===== config.mk =====
export PLATFORM = sky130hd
export DESIGN_NAME = pc_next_ctrl_flat
export DESIGN_NICKNAME = d
export VERILOG_FILES = /design/src/rtl/pc_next_ctrl_if.sv /design/src/rtl/pc_next_ctrl.sv /design/src/flat_wrapper.sv
export SDC_FILE = /design/constraint.sdc
export NUM_CORES = 1
export LEC_CHECK = 0
export CAP_MARGIN = 30
export CORE_MARGIN = 1
export CORE_UTILIZATION = 44
export CTS_BUF_LIST = sky130_fd_sc_hd__clkbuf_2 sky130_fd_sc_hd__clkbuf_4 sky130_fd_sc_hd__clkbuf_8
export DETAILED_ROUTE_END_ITERATION = 7
export PLACE_DENSITY = 0.8
export SYNTH_ARGS = -nofsm -noshare
export SYNTH_HDL_FRONTEND = slang
export SYNTH_SLANG_ARGS = --single-unit

===== constraint.sdc =====
create_clock -name clk -period 3.8 [get_ports clk]
set_clock_uncertainty 0.1 [all_clocks]
set_input_delay 0.76 -clock clk [delete_from_list [all_inputs] [get_ports clk]]
set_output_delay 0.76 -clock clk [all_outputs]
set_load 0.05 [all_outputs]

===== src/rtl/pc_next_ctrl_if.sv =====
// Next-PC control bundle: PC-register feedback, branch resolution and flags in, next PC and status out.
// Purely wires; master drives the pipeline side, slave is the next-PC control stage.
interface pc_next_ctrl_if;
  logic [15:0] pc_cur;
  logic        stall;
  logic        halt_dec;
  logic        br_valid;
  logic [2:0]  br_cond;
  logic [8:0]  br_imm;
  logic        br_reg_valid;
  logic [15:0] br_reg_target;
  logic [2:0]  flags;
  logic [15:0] pc_next;
  logic [15:0] pc_plus2;
  logic        flush;
  logic        pend_valid;
  logic        halted;

  modport master (
    output pc_cur, stall, halt_dec, br_valid, br_cond, br_imm,
           br_reg_valid, br_reg_target, flags,
    input  pc_next, pc_plus2, flush, pend_valid, halted
  );

  modport slave (
    input  pc_cur, stall, halt_dec, br_valid, br_cond, br_imm,
           br_reg_valid, br_reg_target, flags,
    output pc_next, pc_plus2, flush, pend_valid, halted
  );
endinterface


===== src/rtl/pc_next_ctrl.sv =====
// Next-PC selection for a write-enable-less PC register: hold, PC+2, B/BR redirect, HALT.
// Latency: pc_next/pc_plus2/flush combinational; stall holds PC and parks one redirect for the first unstalled cycle.
module pc_next_ctrl (
  input logic           clk,
  input logic           rst,
  pc_next_ctrl_if.slave bus
);
  typedef enum logic {RUN, HALT} state_t;

  state_t      state;
  logic [15:0] pend_target;
  logic        pend_valid_q;
  logic        halted_q;

  logic        n_f, z_f, v_f;
  logic        cond_true;
  logic        taken;
  logic [15:0] pc_plus2;
  logic [15:0] b_target;
  logic [15:0] target;
  logic [15:0] pc_next_c;
  logic        flush_c;

  assign {n_f, z_f, v_f} = bus.flags;
  assign pc_plus2 = bus.pc_cur + 16'd2;
  // Immediate is a signed word offset: sign-extend and scale to bytes.
  assign b_target = pc_plus2 + {{6{bus.br_imm[8]}}, bus.br_imm, 1'b0};
  assign target   = bus.br_reg_valid ? bus.br_reg_target : b_target;

  always_comb begin
    cond_true = 1'b1;
    case (bus.br_cond)
      3'b000:  cond_true = ~z_f;
      3'b001:  cond_true = z_f;
      3'b010:  cond_true = ~z_f & ~n_f;
      3'b011:  cond_true = n_f;
      3'b100:  cond_true = z_f | ~n_f;
      3'b101:  cond_true = n_f | z_f;
      3'b110:  cond_true = v_f;
      default: cond_true = 1'b1;
    endcase
  end

  assign taken = (bus.br_valid & cond_true) | bus.br_reg_valid;

  always_comb begin
    pc_next_c = bus.pc_cur;
    flush_c   = 1'b0;
    if (rst) begin
      pc_next_c = 16'h0000;
    end else if (state == RUN && !bus.stall) begin
      // A parked redirect beats everything in this cycle; halt/branch inputs are wrong-path.
      if (pend_valid_q) begin
        pc_next_c = pend_target;
        flush_c   = 1'b1;
      end else if (!bus.halt_dec) begin
        if (taken) begin
          pc_next_c = target;
          flush_c   = 1'b1;
        end else begin
          pc_next_c = pc_plus2;
        end
      end
    end
  end

  always_ff @(posedge clk) begin
    if (rst) begin
      state        <= RUN;
      pend_valid_q <= 1'b0;
      pend_target  <= 16'h0000;
      halted_q     <= 1'b0;
    end else begin
      case (state)
        RUN: begin
          if (bus.stall) begin
            if (taken && !pend_valid_q) begin
              pend_valid_q <= 1'b1;
              pend_target  <= target;
            end
          end else if (pend_valid_q) begin
            pend_valid_q <= 1'b0;
          end else if (bus.halt_dec) begin
            state    <= HALT;
            halted_q <= 1'b1;
          end
        end
        default: begin
          pend_valid_q <= 1'b0;
          halted_q     <= 1'b1;
        end
      endcase
    end
  end

  assign bus.pc_next    = pc_next_c;
  assign bus.pc_plus2   = pc_plus2;
  assign bus.flush      = flush_c;
  assign bus.pend_valid = pend_valid_q;
  assign bus.halted     = halted_q;
endmodule


===== src/flat_wrapper.sv =====
// flat-port wrapper written by rule: the top's interface ports become plain ports
module pc_next_ctrl_flat 
  (clk, rst, bus_pc_cur, bus_stall, bus_halt_dec, bus_br_valid, bus_br_cond, bus_br_imm, bus_br_reg_valid, bus_br_reg_target, bus_flags, bus_pc_next, bus_pc_plus2, bus_flush, bus_pend_valid, bus_halted);
  pc_next_ctrl_if bus_i ();
  input logic clk;
  input logic rst;
  input wire logic [$bits(bus_i.pc_cur)-1:0] bus_pc_cur;
  input wire logic [$bits(bus_i.stall)-1:0] bus_stall;
  input wire logic [$bits(bus_i.halt_dec)-1:0] bus_halt_dec;
  input wire logic [$bits(bus_i.br_valid)-1:0] bus_br_valid;
  input wire logic [$bits(bus_i.br_cond)-1:0] bus_br_cond;
  input wire logic [$bits(bus_i.br_imm)-1:0] bus_br_imm;
  input wire logic [$bits(bus_i.br_reg_valid)-1:0] bus_br_reg_valid;
  input wire logic [$bits(bus_i.br_reg_target)-1:0] bus_br_reg_target;
  input wire logic [$bits(bus_i.flags)-1:0] bus_flags;
  output wire logic [$bits(bus_i.pc_next)-1:0] bus_pc_next;
  output wire logic [$bits(bus_i.pc_plus2)-1:0] bus_pc_plus2;
  output wire logic [$bits(bus_i.flush)-1:0] bus_flush;
  output wire logic [$bits(bus_i.pend_valid)-1:0] bus_pend_valid;
  output wire logic [$bits(bus_i.halted)-1:0] bus_halted;
  assign bus_i.pc_cur = bus_pc_cur;
  assign bus_i.stall = bus_stall;
  assign bus_i.halt_dec = bus_halt_dec;
  assign bus_i.br_valid = bus_br_valid;
  assign bus_i.br_cond = bus_br_cond;
  assign bus_i.br_imm = bus_br_imm;
  assign bus_i.br_reg_valid = bus_br_reg_valid;
  assign bus_i.br_reg_target = bus_br_reg_target;
  assign bus_i.flags = bus_flags;
  assign bus_pc_next = bus_i.pc_next;
  assign bus_pc_plus2 = bus_i.pc_plus2;
  assign bus_flush = bus_i.flush;
  assign bus_pend_valid = bus_i.pend_valid;
  assign bus_halted = bus_i.halted;
  pc_next_ctrl u_core (.clk(clk), .rst(rst), .bus(bus_i));
endmodule

==> results by group, run 1 <==
CTS
  – Post-CTS Repair Setup Buffers: 43
  – Htree depth: 1
  – CTS root buf: clkbuf_8
  – Sink Count: 19
  – Clock Tree Buf Depth: 2
  – CTS-repair resized insts: 119
  – CTS Hold Bufs: 0
  – CTS buffer count: 3

Floorplanning
  – Die height: 81.2 µm
  – Initial core utilization: 0.460
  – Width of the die: between 80 and 90 µm
  – Cell Rows: 28
  – Top Ports: 88

Placed design
  – Routability Congestion: between 0.9 and 1
  – DP Area: 5260 µm²
  – Dpl hpwl: 9.43 mm
  – Cells after DPL: 631
  – Buffers added on ports: 87

Synth
  – YS warnings: 0
  – Adder-cell share of the synthesized area: 0.0799
  – Post-Synth Simple-Gate Area: 0.265
  – Main combinational cell family by area after synthesis: compound AO/OA/AOI/OAI gates
  – Synth Area in Compound Gates: 0.334
  – FFs w/ async S/R, synth: 0
  – Most used DFF post-synth: dfxtp_1
  – Sequential share of the synthesized area: 0.138
  – Syn Inst Count: ~380
  – Synthesized net count: 452
  – EDFF count, synth: 0
  – Seq cells post-synth: 19
  – Synth Cell Area: between 2000 and 3000 µm²
  – Synth Area in XOR/XNOR: 0.0730
  – Post-synthesis cell type count: 70
  – Multiplexer area fraction after synthesis: 0.0535
  – Post-Syn Area per Cell: 7.22 µm²

Run status
  – Tool error: [ERROR DPL-0038] Utilization greater than 100%, impossible to legalize
  – Stopping stage: 4_1_cts
  – Status: aborted with a tool error
-- synth_stat cells (7+ instances only) --
library cell / count / share of area
clkbuf_1: 15 / 0.020
xor2_1: 11 / 0.035
nand2b_1: 9 / 0.020
o21ai_0: 14 / 0.025
nand2_1: 33 / 0.045
dfxtp_1: 19 / 0.14
ha_1: 16 / 0.073
a21oi_1: 25 / 0.045
a211oi_1: 10 / 0.027
mux2i_1: 11 / 0.040
nand3_1: 7 / 0.013
inv_1: 11 / 0.015
o22ai_1: 7 / 0.016
a311oi_1: 8 / 0.025
nor2_1: 59 / 0.080
xnor2_1: 12 / 0.038
-- per-stage QoR --
stage	worst slack (ns)	hold slack [ns]
after floorplan	-0.763	0.353
after global placement	-0.900	0.337
after detailed placement	-0.926	0.352
-- kinds of logic after synthesis --
group                      after synthesis
adders and majority gates               17
buffers and inverters                   35
xor gates and xnor gates                23
and+or+nand+nor                        147
DFF                                     19
AOI/OAI and AO/OA                      127
muxes                                   14
==> inputs of run 2 (changes only) <==
Settings changed: CORE_UTILIZATION 44 to 35, CTS_BUF_LIST sky130_fd_sc_hd__clkbuf_2 sky130_fd_sc_hd__clkbuf_4 sky130_fd_sc_hd__clkbuf_8 to not set, PLACE_DENSITY 0.8 to not set, PLACE_DENSITY_LB_ADDON set to 0.15.
Clock period 3.8 ns to 4.9 ns, I/O delays scaled along.
==> run 2 against run 1 <==
The run now ends clean. Synthesized cell count unchanged. Area after synthesis unchanged.
==> results by group, run 2 <==
Global routing
  – Total GRT Usage: 0.268
  – Largest net degree at the start of global routing: 39
  – First-pass GRT wire length: 17.8 mm
  – GRT overflow: 0
  – Vias in the first global route: 3571
  – Initial antenna violation count: 0

Job
  – Max_cap viols: 0

Floorplanning
  – Cell Rows: 32
  – Total core area: 7690 µm²
  – Die footprint: 8240 µm²
  – Die height: a little over 90 µm
  – Width of the die: 90.8 µm
  – Top Ports: 88
  – Initial core utilization: 0.359

Layout
  – Largest Register: u_core.pend_target
  – Commonest non-fill, non-tap cell in the layout: buf_4
  – Diode count: 0
  – Max reg flops: 16
  – Layout cells sized above 1: 0.338
  – Area growth from synthesis to layout: 80.3%
  – # nets final: ~600
  – Most frequent cells in the layout: buf_4, nor2_1, clkdlybuf4s50_1

Synth
  – Sequential share of the synthesized area: 0.138
  – YS warnings: 0
  – FFs w/ async S/R, synth: 0
  – Post-synthesis cell type count: 70
  – Synth Area in Compound Gates: 0.334
  – Syn Inst Count: 382
  – Multiplexer area fraction after synthesis: 0.0535
  – Adder-cell share of the synthesized area: 0.0799
  – Largest area contributor in the netlist: dfxtp_1
  – Seq cells post-synth: 19
  – Post-Synth Simple-Gate Area: 0.265
  – Main combinational cell family by area after synthesis: compound AO/OA/AOI/OAI gates
  – Most used DFF post-synth: dfxtp_1
  – Synthesized net count: 452
  – EDFF count, synth: 0
  – Synth top area share: 0.138
  – Count leader, synth: nor2_1
  – Synth cell count leaders: nor2_1, nand2_1, a21oi_1
  – Synth Area in XOR/XNOR: 0.0730
  – Synth top area cells: dfxtp_1, nor2_1, ha_1
  – Synth Cell Area: about 2800 µm²
  – Post-Syn Area per Cell: 7.22 µm²

STA
  – Fin crit period: between 4 and 5 ns
  – Max Clock Freq: 0.206 GHz
  – Slew Viols, Final: 0
  – Fin crit share: 0.990
  – Final hold violations: 0
  – Max_slew headroom: 0.391
  – Setup Viol. Count Final: 0
  – Worst setup margin: 0.0475 ns
  – RSZ-0062 raised after global routing: true
  – Slew @ Worst Pin: 0.913 ns
  – Setup TNS: 0 ns

Worst setup path
  – Startpoint types: input port
  – CP Class: input port to output port
  – R2R Setup Slk: 2.79 ns
  – Crit path max fanout: 4
  – Critical path arrival: 3.77 ns
  – Worst Path Required: between 3 and 4 ns
  – Worst reg2reg path depth: 4
  – Crit. End Element: output port

CTS
  – CTS root buf: clkbuf_8
  – Htree depth: 1
  – Worst-skew pair later-pin latency: ~0.27 ns
  – Worst-path clk slew: 0.09 ns
  – CTS buffer count: 3
  – TritonCTS clock tree: built
  – Sink Count: 19
  – Clock Tree Buf Depth: 2

Route
  – First drt pass iteration count: 7
  – Final wirelength: 11.1 mm
  – Initial DRC Count: ~210
  – DR DRC count: 0
  – ANT nets after route: 0
  – DR WL/cell: approximately 17 µm
  – Via density: 5.61
  – Via count: 3623

Worst hold path
  – Hold path depth: 2
  – Hold Crit Class: flop to flop

Pwr
  – Pwr dens: 186 nW/µm²
  – Maximum vdd drop: 0.124 mV
  – Leakage: 2.02 nW

Placed design
  – Routability Congestion: 0.855
  – Dpl hpwl: 8.73 mm
  – Pre-CTS setup slack: -0.474 ns
  – Buffers added on ports: between 80 and 90

Run status
  – Status: finished, final reports clean
==> run 2: cell counts after synthesis <==
No cell type changed its count.
==> run 2: layout make-up <==
type | instances | area [µm²]
Clock buffer | 3 | 41.3
Clock inverter | 1 | 7.51
Fill cell | 683 | 2720
Inverter | 12 | 45.0
Multi-Input combinational cell | 328 | 2670
Sequential cell | 19 | 380
Tap cell | 102 | 128
Timing Repair Buffer | 181 | 1700
==> run 2: cell families after synthesis <==
| logic type | count (synthesis) |
|---|---|
| simple gates | 147 |
| compound gates | 127 |
| buf+inv | 35 |
| xor+xnor | 23 |
| flops | 19 |
| fa+ha+maj | 17 |
| mux | 14 |
==> run 2: what timing repair did <==
item	CTS	global route
buffers inserted	3	0
resized for setup	38	2
setup endpoints to repair	11	3
hold buffers	0	0
pin swaps	16	1
==> run 2: metal layers <==
metal	up-vias	wire length, µm	GRT usage
met3	14	519	0.0194
met5	-	0	0
met1	1724	5220	0.367
li1	1762	-	-
met2	123	5250	0.462
met4	0	102	0.0497
==> run 2: where the power goes <==
group	switching [W]	leakage, nW	total, W	internal (W)
Sequential	0.0000115	0.156	0.000180	0.000169
Clock	0.0000682	0.0217	0.000126	0.0000577
Combinational	0.000335	1.84	0.000620	0.000285
==> run 2: worst paths after layout <==
kind                                      start                                   to
max                               bus_pc_cur[4]                      bus_pc_next[15]
min              u_core.bus.halted$_SDFFE_PP0P_       u_core.bus.halted$_SDFFE_PP0P_
max reg2reg  u_core.bus.pend_valid$_SDFFE_PP0P_  u_core.pend_target[14]$_SDFFE_PP0P_
min reg2reg      u_core.bus.halted$_SDFFE_PP0P_       u_core.bus.halted$_SDFFE_PP0P_
==> run 2: critical path: stages <==
cell and delay [ns]:
dlygate4sd2_1 0.23, nand4_1 0.12, buf_6 0.17, nor4_4 0.32, xor2_2 0.28, ha_4 0.26
a21oi_2 0.13, o21ai_1 0.09, o31a_1 0.37, mux2_4 0.34, o31ai_4 0.31, buf_12 0.18
==> run 2: per-stage QoR <==
stage	total power [W]	hold WS [ns]	instances	area (µm²)	util
finish	0.000926	0.357	646	4970	0.647
global route	0.000971	0.375	646	4970	0.647
CTS	0.000922	0.359	646	4980	0.647
detailed placement	0.000788	0.337	639	4830	0.628
global placement	0.000778	0.339	639	4830	0.628
floorplan	0.000520	0.353	382	3130	-
(Power assumes the default switching activity.)
